===== src/rtl/seg_scan_if.sv =====
// Bus bundle between a display-data source and the seg_scan_ctrl scanner.
// The bright input exists only when SEG_SCAN_DIM_EN is defined.
interface seg_scan_if #(
  parameter int unsigned DIGITS = 4
);
  logic                  enable;
  logic                  load;
  logic [4*DIGITS-1:0]   data_in;
  logic [DIGITS-1:0]     blank_mask;
  logic                  lz_en;
`ifdef SEG_SCAN_DIM_EN
  logic [2:0]            bright;
`endif
  logic [3:0]            code_out;
  logic [DIGITS-1:0]     digit_sel;
  logic                  frame_done;

`ifdef SEG_SCAN_DIM_EN
  modport master (
    output enable, load, data_in, blank_mask, lz_en, bright,
    input  code_out, digit_sel, frame_done
  );
  modport slave (
    input  enable, load, data_in, blank_mask, lz_en, bright,
    output code_out, digit_sel, frame_done
  );
`else
  modport master (
    output enable, load, data_in, blank_mask, lz_en,
    input  code_out, digit_sel, frame_done
  );
  modport slave (
    input  enable, load, data_in, blank_mask, lz_en,
    output code_out, digit_sel, frame_done
  );
`endif
endinterface


===== src/rtl/seg_scan_ctrl.sv =====
// Time-multiplexed common-anode 7-segment scan controller with double-buffered frames.
// Optional SEG_SCAN_DIM_EN adds a 3-bit bright input that trims each digit's on-time.
module seg_scan_ctrl #(
  parameter int unsigned DIGITS = 4,
  parameter int unsigned DIV    = 50000,
  parameter int unsigned GAP    = 16
) (
  input  logic      clk,
  input  logic      rst_n,
  seg_scan_if.slave bus
);
  localparam int unsigned CMAX = (DIV > GAP) ? DIV : GAP;
  localparam int unsigned CW   = (CMAX > 1) ? $clog2(CMAX) : 1;
  localparam int unsigned IW   = (DIGITS > 1) ? $clog2(DIGITS) : 1;
  localparam int unsigned DW   = 4 * DIGITS;

  typedef enum logic [1:0] {ST_OFF, ST_GAP, ST_DRIVE} state_t;

  state_t            state_q, state_d;
  logic [IW-1:0]     idx_q, idx_d;
  logic [CW-1:0]     cnt_q, cnt_d;
  logic [DW-1:0]     shadow_q, shadow_d;
  logic [DW-1:0]     active_q, active_d;
  logic              pending_q, pending_d;
  logic [3:0]        code_q, code_d;
  logic [DIGITS-1:0] sel_q, sel_d;
  logic              done_q, done_d;

  logic              frame_start;
  logic [DIGITS-1:0] lz_zero;
  logic              tail;
  logic              dark;
  logic              lit;
`ifdef SEG_SCAN_DIM_EN
  logic [31:0]       on_lim;
`endif

  always_ff @(posedge clk) begin
    if (!rst_n) begin
      state_q   <= ST_OFF;
      idx_q     <= '0;
      cnt_q     <= '0;
      shadow_q  <= '1;
      active_q  <= '1;
      pending_q <= 1'b0;
      code_q    <= 4'hF;
      sel_q     <= '1;
      done_q    <= 1'b0;
    end else begin
      state_q   <= state_d;
      idx_q     <= idx_d;
      cnt_q     <= cnt_d;
      shadow_q  <= shadow_d;
      active_q  <= active_d;
      pending_q <= pending_d;
      code_q    <= code_d;
      sel_q     <= sel_d;
      done_q    <= done_d;
    end
  end

  // Next state, buffering, and outputs decoded from the next-state values so they line up with the state register.
  always_comb begin
    state_d     = state_q;
    idx_d       = idx_q;
    cnt_d       = cnt_q;
    shadow_d    = shadow_q;
    active_d    = active_q;
    pending_d   = pending_q;
    frame_start = 1'b0;
    code_d      = 4'hF;
    sel_d       = '1;
    done_d      = 1'b0;
    lz_zero     = '0;
    tail        = 1'b1;
    dark        = 1'b0;
    lit         = 1'b0;
`ifdef SEG_SCAN_DIM_EN
    on_lim      = '0;
`endif

    if (!bus.enable) begin
      state_d = ST_OFF;
      idx_d   = '0;
      cnt_d   = '0;
    end else begin
      case (state_q)
        ST_OFF: begin
          state_d     = ST_GAP;
          idx_d       = '0;
          cnt_d       = '0;
          frame_start = 1'b1;
        end
        ST_GAP: begin
          if (cnt_q == CW'(GAP - 1)) begin
            state_d = ST_DRIVE;
            cnt_d   = '0;
          end else begin
            cnt_d = cnt_q + CW'(1);
          end
        end
        ST_DRIVE: begin
          if (cnt_q == CW'(DIV - 1)) begin
            state_d = ST_GAP;
            cnt_d   = '0;
            if (idx_q == IW'(DIGITS - 1)) begin
              idx_d       = '0;
              frame_start = 1'b1;
            end else begin
              idx_d = idx_q + IW'(1);
            end
          end else begin
            cnt_d = cnt_q + CW'(1);
          end
        end
        default: state_d = ST_OFF;
      endcase
    end

    // A load coinciding with a frame start bypasses the shadow so it shows in this frame.
    if (bus.load) begin
      shadow_d  = bus.data_in;
      pending_d = 1'b1;
    end
    if (frame_start) begin
      if (bus.load) begin
        active_d  = bus.data_in;
        pending_d = 1'b0;
      end else if (pending_q) begin
        active_d  = shadow_q;
        pending_d = 1'b0;
      end
    end

    for (int i = DIGITS - 1; i >= 0; i--) begin
      tail       = tail & (active_d[4*i +: 4] == 4'h0);
      lz_zero[i] = tail;
    end

    dark = bus.blank_mask[idx_d] | (bus.lz_en & (idx_d != '0) & lz_zero[idx_d]);
    lit  = (state_d == ST_DRIVE) & ~dark;
`ifdef SEG_SCAN_DIM_EN
    on_lim = ((32'(bus.bright) + 32'd1) * 32'(DIV)) >> 3;
    lit    = lit & (32'(cnt_d) < on_lim);
`endif
    if (lit) begin
      sel_d  = ~(DIGITS'(1) << idx_d);
      code_d = active_d[{idx_d, 2'b00} +: 4];
    end
    done_d = (state_d == ST_DRIVE) && (idx_d == IW'(DIGITS - 1)) && (cnt_d == CW'(DIV - 1));
  end

  assign bus.code_out   = code_q;
  assign bus.digit_sel  = sel_q;
  assign bus.frame_done = done_q;

endmodule


===== src/flat_wrapper.sv =====
// flat-port wrapper written by rule: the top's interface ports become plain ports
module seg_scan_ctrl_flat 
#(
  parameter int unsigned DIGITS = 4,
  parameter int unsigned DIV    = 50000,
  parameter int unsigned GAP    = 16
)
  (clk, rst_n, bus_enable, bus_load, bus_data_in, bus_blank_mask, bus_lz_en, bus_code_out, bus_digit_sel, bus_frame_done);
  seg_scan_if #(.DIGITS(DIGITS)) bus_i ();
  input  logic clk;
  input  logic rst_n;
  input wire logic [$bits(bus_i.enable)-1:0] bus_enable;
  input wire logic [$bits(bus_i.load)-1:0] bus_load;
  input wire logic [$bits(bus_i.data_in)-1:0] bus_data_in;
  input wire logic [$bits(bus_i.blank_mask)-1:0] bus_blank_mask;
  input wire logic [$bits(bus_i.lz_en)-1:0] bus_lz_en;
  output wire logic [$bits(bus_i.code_out)-1:0] bus_code_out;
  output wire logic [$bits(bus_i.digit_sel)-1:0] bus_digit_sel;
  output wire logic [$bits(bus_i.frame_done)-1:0] bus_frame_done;
  assign bus_i.enable = bus_enable;
  assign bus_i.load = bus_load;
  assign bus_i.data_in = bus_data_in;
  assign bus_i.blank_mask = bus_blank_mask;
  assign bus_i.lz_en = bus_lz_en;
  assign bus_code_out = bus_i.code_out;
  assign bus_digit_sel = bus_i.digit_sel;
  assign bus_frame_done = bus_i.frame_done;
  seg_scan_ctrl #(.DIGITS(DIGITS), .DIV(DIV), .GAP(GAP)) u_core (.clk(clk), .rst_n(rst_n), .bus(bus_i));
endmodule

===== config.mk =====
export PLATFORM = sky130hd
export DESIGN_NAME = seg_scan_ctrl_flat
export DESIGN_NICKNAME = d
export VERILOG_FILES = /design/src/rtl/seg_scan_if.sv /design/src/rtl/seg_scan_ctrl.sv /design/src/flat_wrapper.sv
export SDC_FILE = /design/constraint.sdc
export NUM_CORES = 1
export LEC_CHECK = 0
export CAP_MARGIN = 20
export CORE_MARGIN = 2
export CORE_UTILIZATION = 30
export CTS_CLUSTER_DIAMETER = 200
export DETAILED_ROUTE_END_ITERATION = 8
export PLACE_DENSITY = 0.49
export SYNTH_ARGS = -nofsm -noshare
export SYNTH_HDL_FRONTEND = slang
export SYNTH_SLANG_ARGS = --single-unit

===== constraint.sdc =====
create_clock -name clk -period 8.4 [get_ports clk]
set_clock_uncertainty 0.2 [all_clocks]
set_input_delay 1.68 -clock clk [delete_from_list [all_inputs] [get_ports clk]]
set_output_delay 1.68 -clock clk [all_outputs]
set_load 0.01 [all_outputs]

==> metrics, run 1 <==
outcome complete, no violations; initial antenna violation count 0; Crit Path Max Fanout 18; die span in x between 100 and 150 um; antenna diode count 0; count leader, synth dfxtp_1; area delta synth->final 16.9%; H-Tree Depth 3; LEAKAGE 1.63 nW; WL final between 10000 and 15000 um; Seq pwr share a little over two fifths; Fin. Hold Viols 0; internal power between 0.5 and 0.6 mW; startpoint type of the worst setup path input pin; Rows 41; Synth Register Bits slightly above 60; I/O pin count 34; Slew HR 28.2%; RD Place Congestion 0.788; PostCTS Resize Cnt 0; reg2reg setup slack about 4.8 ns; DR top layer met4; hold path start u_core.shadow_q[15]; yosys warns 0; setup violators final 0; Syn Nets about 500; total power 0.754 mW; combinational power share 14.3%; cell taking the most area after synthesis dfxtp_1; max-slew violations 0; number of synthesized flops with an enable pin 0; crit end category flip-flop; Commonest cells post-synth dfxtp_1 (62), nor2_1 (41), nand2_1 (38); met3 wire len approximately 560 um; Syn Area/Cell ~8.3 um2; Max-cap violations 0; FFs w/ async S/R, synth 0%; Max clock buf depth 2; reg2reg path depth 8; Syn Inst Count approximately 470; Tmin final between 4 and 5 ns; cts bufs inserted 9; Setup CP Type in -> reg; CTS Hold Bufs 0; synthesized area approximately 0.0039 mm2; initial DRC count a little over 200; P per Cell Area approximately 160 mW/mm2; post-place instance area 0.00434 mm2; Synth top area share between 30% and 40%; worst min-delay path endpoint u_core.shadow_q[15]; first-pass GRT wire length 18300 um; initial core utilization a little under a third; Clock Power Share a little over two fifths; Sw Share about a quarter; post-synthesis sequential area ratio roughly a third; fraction of layout cells with a size suffix above 1 a little over 10%; WP data arrival approximately 4.8 ns; Total Nets Final between 500 and 600; GRT overflow 0; largest net degree at the start of global routing just over 50; Port Buffer Count 33; ANT nets after route 0; Tcrit/Tclk final between 50 and 60%; GRT Resource Usage Total ~16%; CTS tree built; FF-to-FF Start u_core.cnt_q[0]; Main synth FF type dfxtp_1; top area cells in the synthesized netlist dfxtp_1 (32%), mux2i_1 (5.4%), nand2b_1 (4.6%); Wirelength per Cell 16.4 um; Filler Cell Count 1355; Final Instance Area 0.00459 mm2; Core Area ~0.013 mm2; max frequency 206 MHz; Hold WC Path Type reg -> reg; Worst-path clk slew around 0.05 ns; NetSw around 0.20 mW; met2 wire length 4660 um; vias post-DR between 3000 and 4000; Yosys cell types 70; hold depth 2; Slew @ Worst Pin approximately 1.1 ns; clk sinks 62; Die H about 120 um; r2r endpoint u_core.bus.digit_sel[2]; drt drc 0; vias in the first global route 3378; worst vdd ir 0.0000754 V; die area 0.0140 mm2; first drt pass iteration count 5; M1 WL 5560 um; RSZ-0062 raised after global routing false; Via density about 5.2; setup repair bufs after CTS 0; Root Buffer clkbuf_16; DPL Wire Length about 7400 um; CP required 8.40 ns; setup TNS 0 ns; Skew-Pair Late Insertion Delay about 0.34 ns
[layout make-up]
class | instances | area, um2 | area share [%]
multi-input combinational | 360 | 2440 | 53.1
sequential | 62 | 1240 | 27.1
timing repair buffer | 38 | 375 | 8.18
clock buffer | 13 | 240 | 5.24
tap | 172 | 215 | 4.69
inverter | 18 | 67.6 | 1.47
clock inverter | 2 | 10.0 | 0.218
[power by group through the flow]
stage / Clock (mW) / Combinational (mW) / Sequential, mW
final: 0.328 / 0.108 / 0.318
after global routing: 0.349 / 0.120 / 0.320
after CTS: 0.335 / 0.108 / 0.318
after detailed placement: 0 / 0.107 / 0.324
after global placement: 0 / 0.106 / 0.323
after floorplan: 0 / 0.0761 / 0.320
[worst max path at each step]
stage | start | to | slack, ns | cells past startpoint
after global placement | bus_enable | u_core.bus.digit_sel[2] | 3.00 | 8
after global routing | bus_enable | u_core.bus.digit_sel[2] | 3.23 | 9
after CTS | bus_enable | u_core.bus.code_out[3] | 3.56 | 9
final | bus_enable | u_core.bus.code_out[3] | 3.56 | 9
after floorplan | bus_enable | u_core.bus.digit_sel[2] | 4.61 | 9
after detailed placement | bus_enable | u_core.bus.digit_sel[2] | 3.20 | 9
[sequential cells by signal, indices dropped and copies added (netlist names)]
register	flops
u_core.active_q	16
u_core.bus.code_out	4
u_core.bus.digit_sel	4
u_core.bus.frame_done	1
u_core.cnt_q	16
u_core.idx_q	2
u_core.pending_q	1
u_core.shadow_q	16
u_core.state_q	2
[kinds of logic after synthesis]
group                      Yosys count  share of synthesized area (%)
and+or+nand+nor                    227                           33.7
adders and majority gates            2                          0.637
xor gates and xnor gates            15                           3.35
muxes                               27                           7.24
DFF                                 62                           31.6
AOI/OAI and AO/OA                   89                           17.1
buffers and inverters               52                           6.44
[through the flow]
step           worst slack [ns]  hold WS [ns]  cells  utilization (%)
6_report                   3.56         0.296    665             36.1
5_1_grt                    3.23         0.327    665             36.1
4_1_cts                    3.56         0.301    665             36.1
3_5_place_dp               3.20         0.285    650             34.1
3_3_place_gp               3.00         0.283    649             34.0
2_1_floorplan              4.61         0.260    474                -
[layer usage]
metal  vias to the layer above  GRT usage [%]
met5                         -              0
met4                         0           5.43
met1                      1632           23.7
met3                        14           3.09
met2                       111           24.1
li1                       1723              -
[placed cells by master, fill, tap and decap left out, types with 5 or more instances in the layout]
| master | n |
|---|---|
| dfxtp_1 | 62 |
| nor2_1 | 41 |
| nand2_1 | 38 |
| clkdlybuf4s50_1 | 33 |
| nand3_1 | 31 |
| nand2b_1 | 29 |
| mux2i_1 | 21 |
| nor2b_1 | 19 |
| o21ai_0 | 18 |
| inv_1 | 18 |
| nor3_1 | 17 |
| a31oi_1 | 14 |
| o211ai_1 | 13 |
| a211oi_1 | 12 |
| xor2_1 | 10 |
| clkbuf_16 | 9 |
| a21oi_1 | 6 |
| or2_2 | 6 |
| nand4_1 | 6 |
| nor4_1 | 5 |
| xnor2_1 | 5 |
[critical path, stage by stage]
cell             delay (ns)
clkdlybuf4s50_1        0.72
nor3b_4                0.69
buf_8                  0.25
a31o_2                 0.34
o211ai_1               0.13
a211oi_1               0.43
nor4_1                 0.13
o2111ai_2              0.33
nand3_1                0.13
Note: power is estimated with default switching activity, not from simulation.
==> run 2: changes to the inputs <==
--- a/config.mk
+++ b/config.mk
@@ -10,7 +10,7 @@
 export CORE_UTILIZATION = 30
 export CTS_CLUSTER_DIAMETER = 200
 export DETAILED_ROUTE_END_ITERATION = 8
-export PLACE_DENSITY = 0.49
+export PLACE_DENSITY = 0.51
 export SYNTH_ARGS = -nofsm -noshare
 export SYNTH_HDL_FRONTEND = slang
 export SYNTH_SLANG_ARGS = --single-unit
==> constraint.sdc (replaced) <==
create_clock -name clk -period 4 [get_ports clk]
set_clock_uncertainty 0.2 [all_clocks]
set_input_delay 0.8 -clock clk [delete_from_list [all_inputs] [get_ports clk]]
set_output_delay 0.8 -clock clk [all_outputs]
set_load 0.01 [all_outputs]
==> run 2 against run 1 <==
Compared with the run above:
- sequential cell count unchanged
- non-clock buffer count increased by 10
- core utilization increased by 1.0 points
- first-iteration DRC count increased by 3.9%
- global-route usage decreased by 0.42 points
- cell area increased by 2.8%
- critical path type unchanged
- largest cell class unchanged
==> metrics, run 2 (synthesis results as in run 1) <==
die span in x between 100 and 150 um; reg2reg path depth 8; end of the critical path u_core.bus.digit_sel[2]; antenna diode count 0; max-slew violations 0; setup violators final 0; Core Area 0.0127 mm2; Filler Cell Count 1334; initial core utilization a little under a third; Tmin final 3.30 ns; CP required approximately 4 ns; die area 0.0140 mm2; most common cell after layout, fill and taps aside dfxtp_1; startpoint type of the worst setup path input pin; setup TNS 0 ns; Max-cap violations 0; CTS tree built; largest net degree at the start of global routing 51; initial DRC count about 220; Setup CP Type in -> reg; setup repair bufs after CTS 0; Crit Path Max Fanout 31; Tcrit/Tclk final between 80% and 90%; WP data arrival roughly 3.4 ns; DPL Wire Length 7260 um; reg2reg setup slack 0.73 ns; LEAKAGE 1.71 nW; fin cells 676; most frequent cells in the layout dfxtp_1 (62), nor2_1 (41), nand2_1 (38); I/O pin count 34; drt drc 0; area delta synth->final 20.1%; largest registers u_core.active_q x16, u_core.cnt_q x16, u_core.shadow_q x16; CP startpoint bus_enable; ANT nets after route 0; Skew-Pair Late Insertion Delay roughly 0.34 ns; Wirelength per Cell around 15 um; RD Place Congestion 0.839; post-place instance area ~0.0044 mm2; Rows 41; register area between 0.001 and 0.0015 mm2; r2r endpoint u_core.bus.digit_sel[2]; H-Tree Depth 3; clk sinks between 60 and 70; PostCTS Resize Cnt 0; worst vdd ir ~0.00020 V; GRT Resource Usage Total ~16%; first drt pass iteration count 4; Hold WC Path Type reg -> reg; Slew HR about two fifths; Port Buffer Count 33; Worst-path clk slew ~0.05 ns; vias post-DR between 3000 and 4000; fraction of layout cells with a size suffix above 1 between 10% and 20%; Placed Cells incl. Taps 660; WL final around 10000 um; Max clock buf depth 2; Slew @ Worst Pin about 0.9 ns; first-pass GRT wire length 17800 um; Root Buffer clkbuf_16; Total Nets Final ~530; Via density ~5.2; initial antenna violation count 0; Die H between 100 and 150 um; outcome complete, no violations; crit end category flip-flop; Fin. Hold Viols 0; Multi-input gate area 0.00244 mm2; vias in the first global route ~3400; FF-to-FF Start u_core.cnt_q[0]; cts bufs inserted 9; RSZ-0062 raised after global routing false; GRT overflow 0; P per Cell Area 371 mW/mm2; CTS Hold Bufs 0; max frequency 303 MHz; Final Instance Area between 0.004 and 0.005 mm2
run 2: cell count changes in the layout (fill, tap and decap cells not counted):
| cell | delta |
|---|---|
| buf_2 | +1 |
| clkbuf_1 | -2 |
| buf_8 | -1 |
| clkdlybuf4s50_1 | -1 |
| clkbuf_8 | +1 |
| buf_4 | +11 |
| bufinv_16 | +2 |
run 2: how the worst min path moves through the flow:
stage	from	endpoint	slack (ns)	depth (start not counted)
2_1_floorplan	u_core.shadow_q[15]	u_core.shadow_q[15]	0.26	2
3_3_place_gp	u_core.shadow_q[15]	u_core.shadow_q[15]	0.28	2
3_5_place_dp	u_core.shadow_q[15]	u_core.shadow_q[15]	0.29	2
4_1_cts	u_core.shadow_q[15]	u_core.shadow_q[15]	0.30	2
5_1_grt	u_core.shadow_q[15]	u_core.shadow_q[15]	0.35	2
6_report	u_core.shadow_q[15]	u_core.shadow_q[15]	0.30	2
run 2: metrics by stage:
stage                     setup WS (ns)  util, %  total power, mW  hold slack (ns)
after global placement            0.418     34.6            0.919            0.279
after CTS                         0.729     37.1             1.77            0.302
after detailed placement          0.418     34.6            0.920            0.290
after global routing              0.522     37.1             1.83            0.349
after floorplan                    1.09        -            0.832            0.260
final                             0.697     37.1             1.75            0.305
run 2: area by class of cell:
cell class	count	area share (%)
sequential	62	26.3
inverter	18	1.43
clock inverter	4	1.49
clock buffer	12	5.23
multi-input combinational	360	51.7
timing repair buffer	48	9.29
tap	172	4.56
run 2: worst max-delay path: stages:
cell and delay (ns):
clkdlybuf4s50_1 0.62, nor3b_4 0.24, buf_4 0.35, a31oi_1 0.11, a32oi_1 0.19, nand4_1 0.21
o41ai_2 0.40, o2111ai_2 0.26, nand4b_1 0.16
run 2: report_power, final:
part	switching (mW)	total, mW	internal [mW]
logic	0.129	0.242	0.113
clock network	0.281	0.841	0.560
registers	0.0214	0.668	0.646
run 2: routing by layer:
metal | GRT usage (%) | part of all wire [%] | vias up
met5 | 0 | 0 | -
met4 | 6.03 | 1.7 | 0
met3 | 3.43 | 3.8 | 12
met2 | 23.2 | 43 | 68
met1 | 22.8 | 52 | 1658
li1 | - | - | 1749
==> run 3: changes to the inputs <==
==> constraint.sdc (replaced) <==
create_clock -name clk -period 2.95 [get_ports clk]
set_clock_uncertainty 0.2 [all_clocks]
set_input_delay 0.59 -clock clk [delete_from_list [all_inputs] [get_ports clk]]
set_output_delay 0.59 -clock clk [all_outputs]
set_load 0.01 [all_outputs]
==> run 3 against run 2 <==
Compared with the run above:
- die area is the same
- core utilization increased by 3.1 points
- critical path depth grew 2
- worst setup slack worse by 0.58 ns
- final cell count increased by 6.7%
- sequential share of layout area fell by 2.0 points
- largest power group unchanged
- combinational power rose by 63%
- routed wire length up 5.0%
- register-to-register slack got worse by 0.55 ns
==> metrics, run 3 (synthesis results as in run 1) <==
H-Tree Depth 3; WL final 11000 um; RSZ-0062 raised after global routing true; Fin. Hold Viols 0; setup violators final 0; crit end category flip-flop; Hold WC Path Type reg -> reg; Die H about 120 um; most frequent cells in the layout dfxtp_1 (62), buf_4 (57), nor2_1 (41); area delta synth->final 30.2%; DP Worst Slack -0.262 ns; max-slew violations 0; Tmin final between 2 and 3 ns; outcome complete, no violations; Max-cap violations 0; DPL Wire Length roughly 8000 um; largest net degree at the start of global routing 32; Wirelength per Cell 15.3 um; ANT nets after route 0; reg2reg path depth 10; Rows between 40 and 50; FF-to-FF Start u_core.cnt_q[14]; Core Area between 0.01 and 0.015 mm2; P per Cell Area 459 mW/mm2; die area 0.0140 mm2; drt drc 0; worst min-delay path endpoint u_core.shadow_q[15]; Worst path most repeated cell buf_4; CTS Hold Bufs 0; Slew @ Worst Pin ~0.48 ns; initial core utilization between 30% and 40%; Total Nets Final approximately 570; slowest stage cell, crit path clkdlybuf4s50_1; hold depth 2; largest registers u_core.active_q x16, u_core.cnt_q x16, u_core.shadow_q x16; max frequency around 350 MHz; CTS tree built; clk sinks 62; initial antenna violation count 0; die span in x 118 um; cts bufs inserted 9; GRT overflow 0; Via density just over 5; reg2reg setup slack approximately 0.18 ns; antenna diode count 0; Max clock buf depth 2; CP required 3.02 ns; first drt pass iteration count 7; startpoint type of the worst setup path input pin; WP data arrival 2.90 ns; setup ws final roughly 0.12 ns; LEAKAGE between 1.5 and 2 nW; Skew-Pair Late Insertion Delay about 0.33 ns; vias post-DR about 3700; Root Buffer clkbuf_16; Setup CP Type in -> reg; Slew HR between 60% and 70%; Tcrit/Tclk final a little over nine tenths; Worst-path clk slew 0.06 ns; crit-path cells clkdlybuf4s50_1 -> buf_4 -> and4_1 -> buf_4 -> buf_4 -> mux2i_1 -> a211oi_2 -> buf_4 -> nor4_4 -> o2111ai_4 -> nand4b_1; GRT Resource Usage Total around 16%; first-pass GRT wire length 18700 um; RD Place Congestion 0.827; Crit Path Max Fanout 6; fraction of layout cells with a size suffix above 1 around a fifth; I/O pin count 34; most common cell after layout, fill and taps aside dfxtp_1; crit-path max cell delay about 0.55 ns; initial DRC count 270; Port Buffer Count 33; setup TNS 0 ns; hold path start u_core.shadow_q[15]; vias in the first global route approximately 3600; r2r endpoint u_core.bus.digit_sel[2]; worst vdd ir around 0.00024 V
## run 3: cell types whose count changed in the layout (fill, tap and decap cells not counted), sizes merged
cell / previous run / this run
clkinvlp: 0 / 1
clkbuf: 12 / 11
buf: 16 / 61
clkinv: 2 / 3
bufinv: 2 / 1
## run 3: routing by layer
metal  global-route usage [%]  vias to the layer above  part of all wire, %
met5                        0                        -                    0
met4                     7.44                        0                  2.5
met3                     3.62                       19                  7.2
met2                     24.0                      136                   42
met1                     23.0                     1717                   48
li1                         -                     1833                    -
## run 3: per-stage QoR
stage	util (%)	instance area, um2	instances	power [mW]	hold WS (ns)
after detailed placement	37.4	4760	703	1.30	0.287
after global routing	40.2	5110	721	2.45	0.365
after floorplan	-	3930	474	1.13	0.260
after global placement	37.4	4760	703	1.30	0.283
after CTS	39.7	5050	719	2.36	0.301
final	40.2	5110	721	2.35	0.291
## run 3: how the worst max path moves through the flow
stage                     from                      end  cells past startpoint
2_1_floorplan  u_core.cnt_q[0]  u_core.bus.digit_sel[2]                      8
3_3_place_gp        bus_enable  u_core.bus.digit_sel[2]                     10
3_5_place_dp        bus_enable  u_core.bus.digit_sel[2]                     10
4_1_cts        u_core.cnt_q[1]  u_core.bus.digit_sel[2]                      9
5_1_grt             bus_enable  u_core.bus.digit_sel[2]                     11
6_report            bus_enable  u_core.bus.digit_sel[2]                     11
## run 3: repair_timing
action | 4_1_cts | 5_1_grt
buffers inserted | 0 | 2
gates resized for setup | 0 | 6
setup endpoints to repair | 0 | 7
## run 3: final cells by class
type                       count  area (um2)
fill                        1322        7610
inverter                      18        67.6
tap                          172         215
clock inverter                 5        60.1
clock buffer                  11         233
multi-input combinational    360        2480
sequential                    62        1240
timing repair buffer          93         813
## run 3: report_power, final
part | internal [mW] | switching [mW] | leakage, nW
combinational | 0.202 | 0.193 | 1.31
sequential | 0.876 | 0.0266 | 0.508
clock | 0.656 | 0.394 | 0.140
total | 1.73 | 0.613 | 1.95
## run 3: critical path, delay by kind of cell
| kind | cells | cell delay [ns] |
|---|---|---|
| AOI/OAI and AO/OA | 2 | 0.27 |
| buffers and inverters | 5 | 1.20 |
| muxes | 1 | 0.22 |
| and+or+nand+nor | 3 | 0.62 |
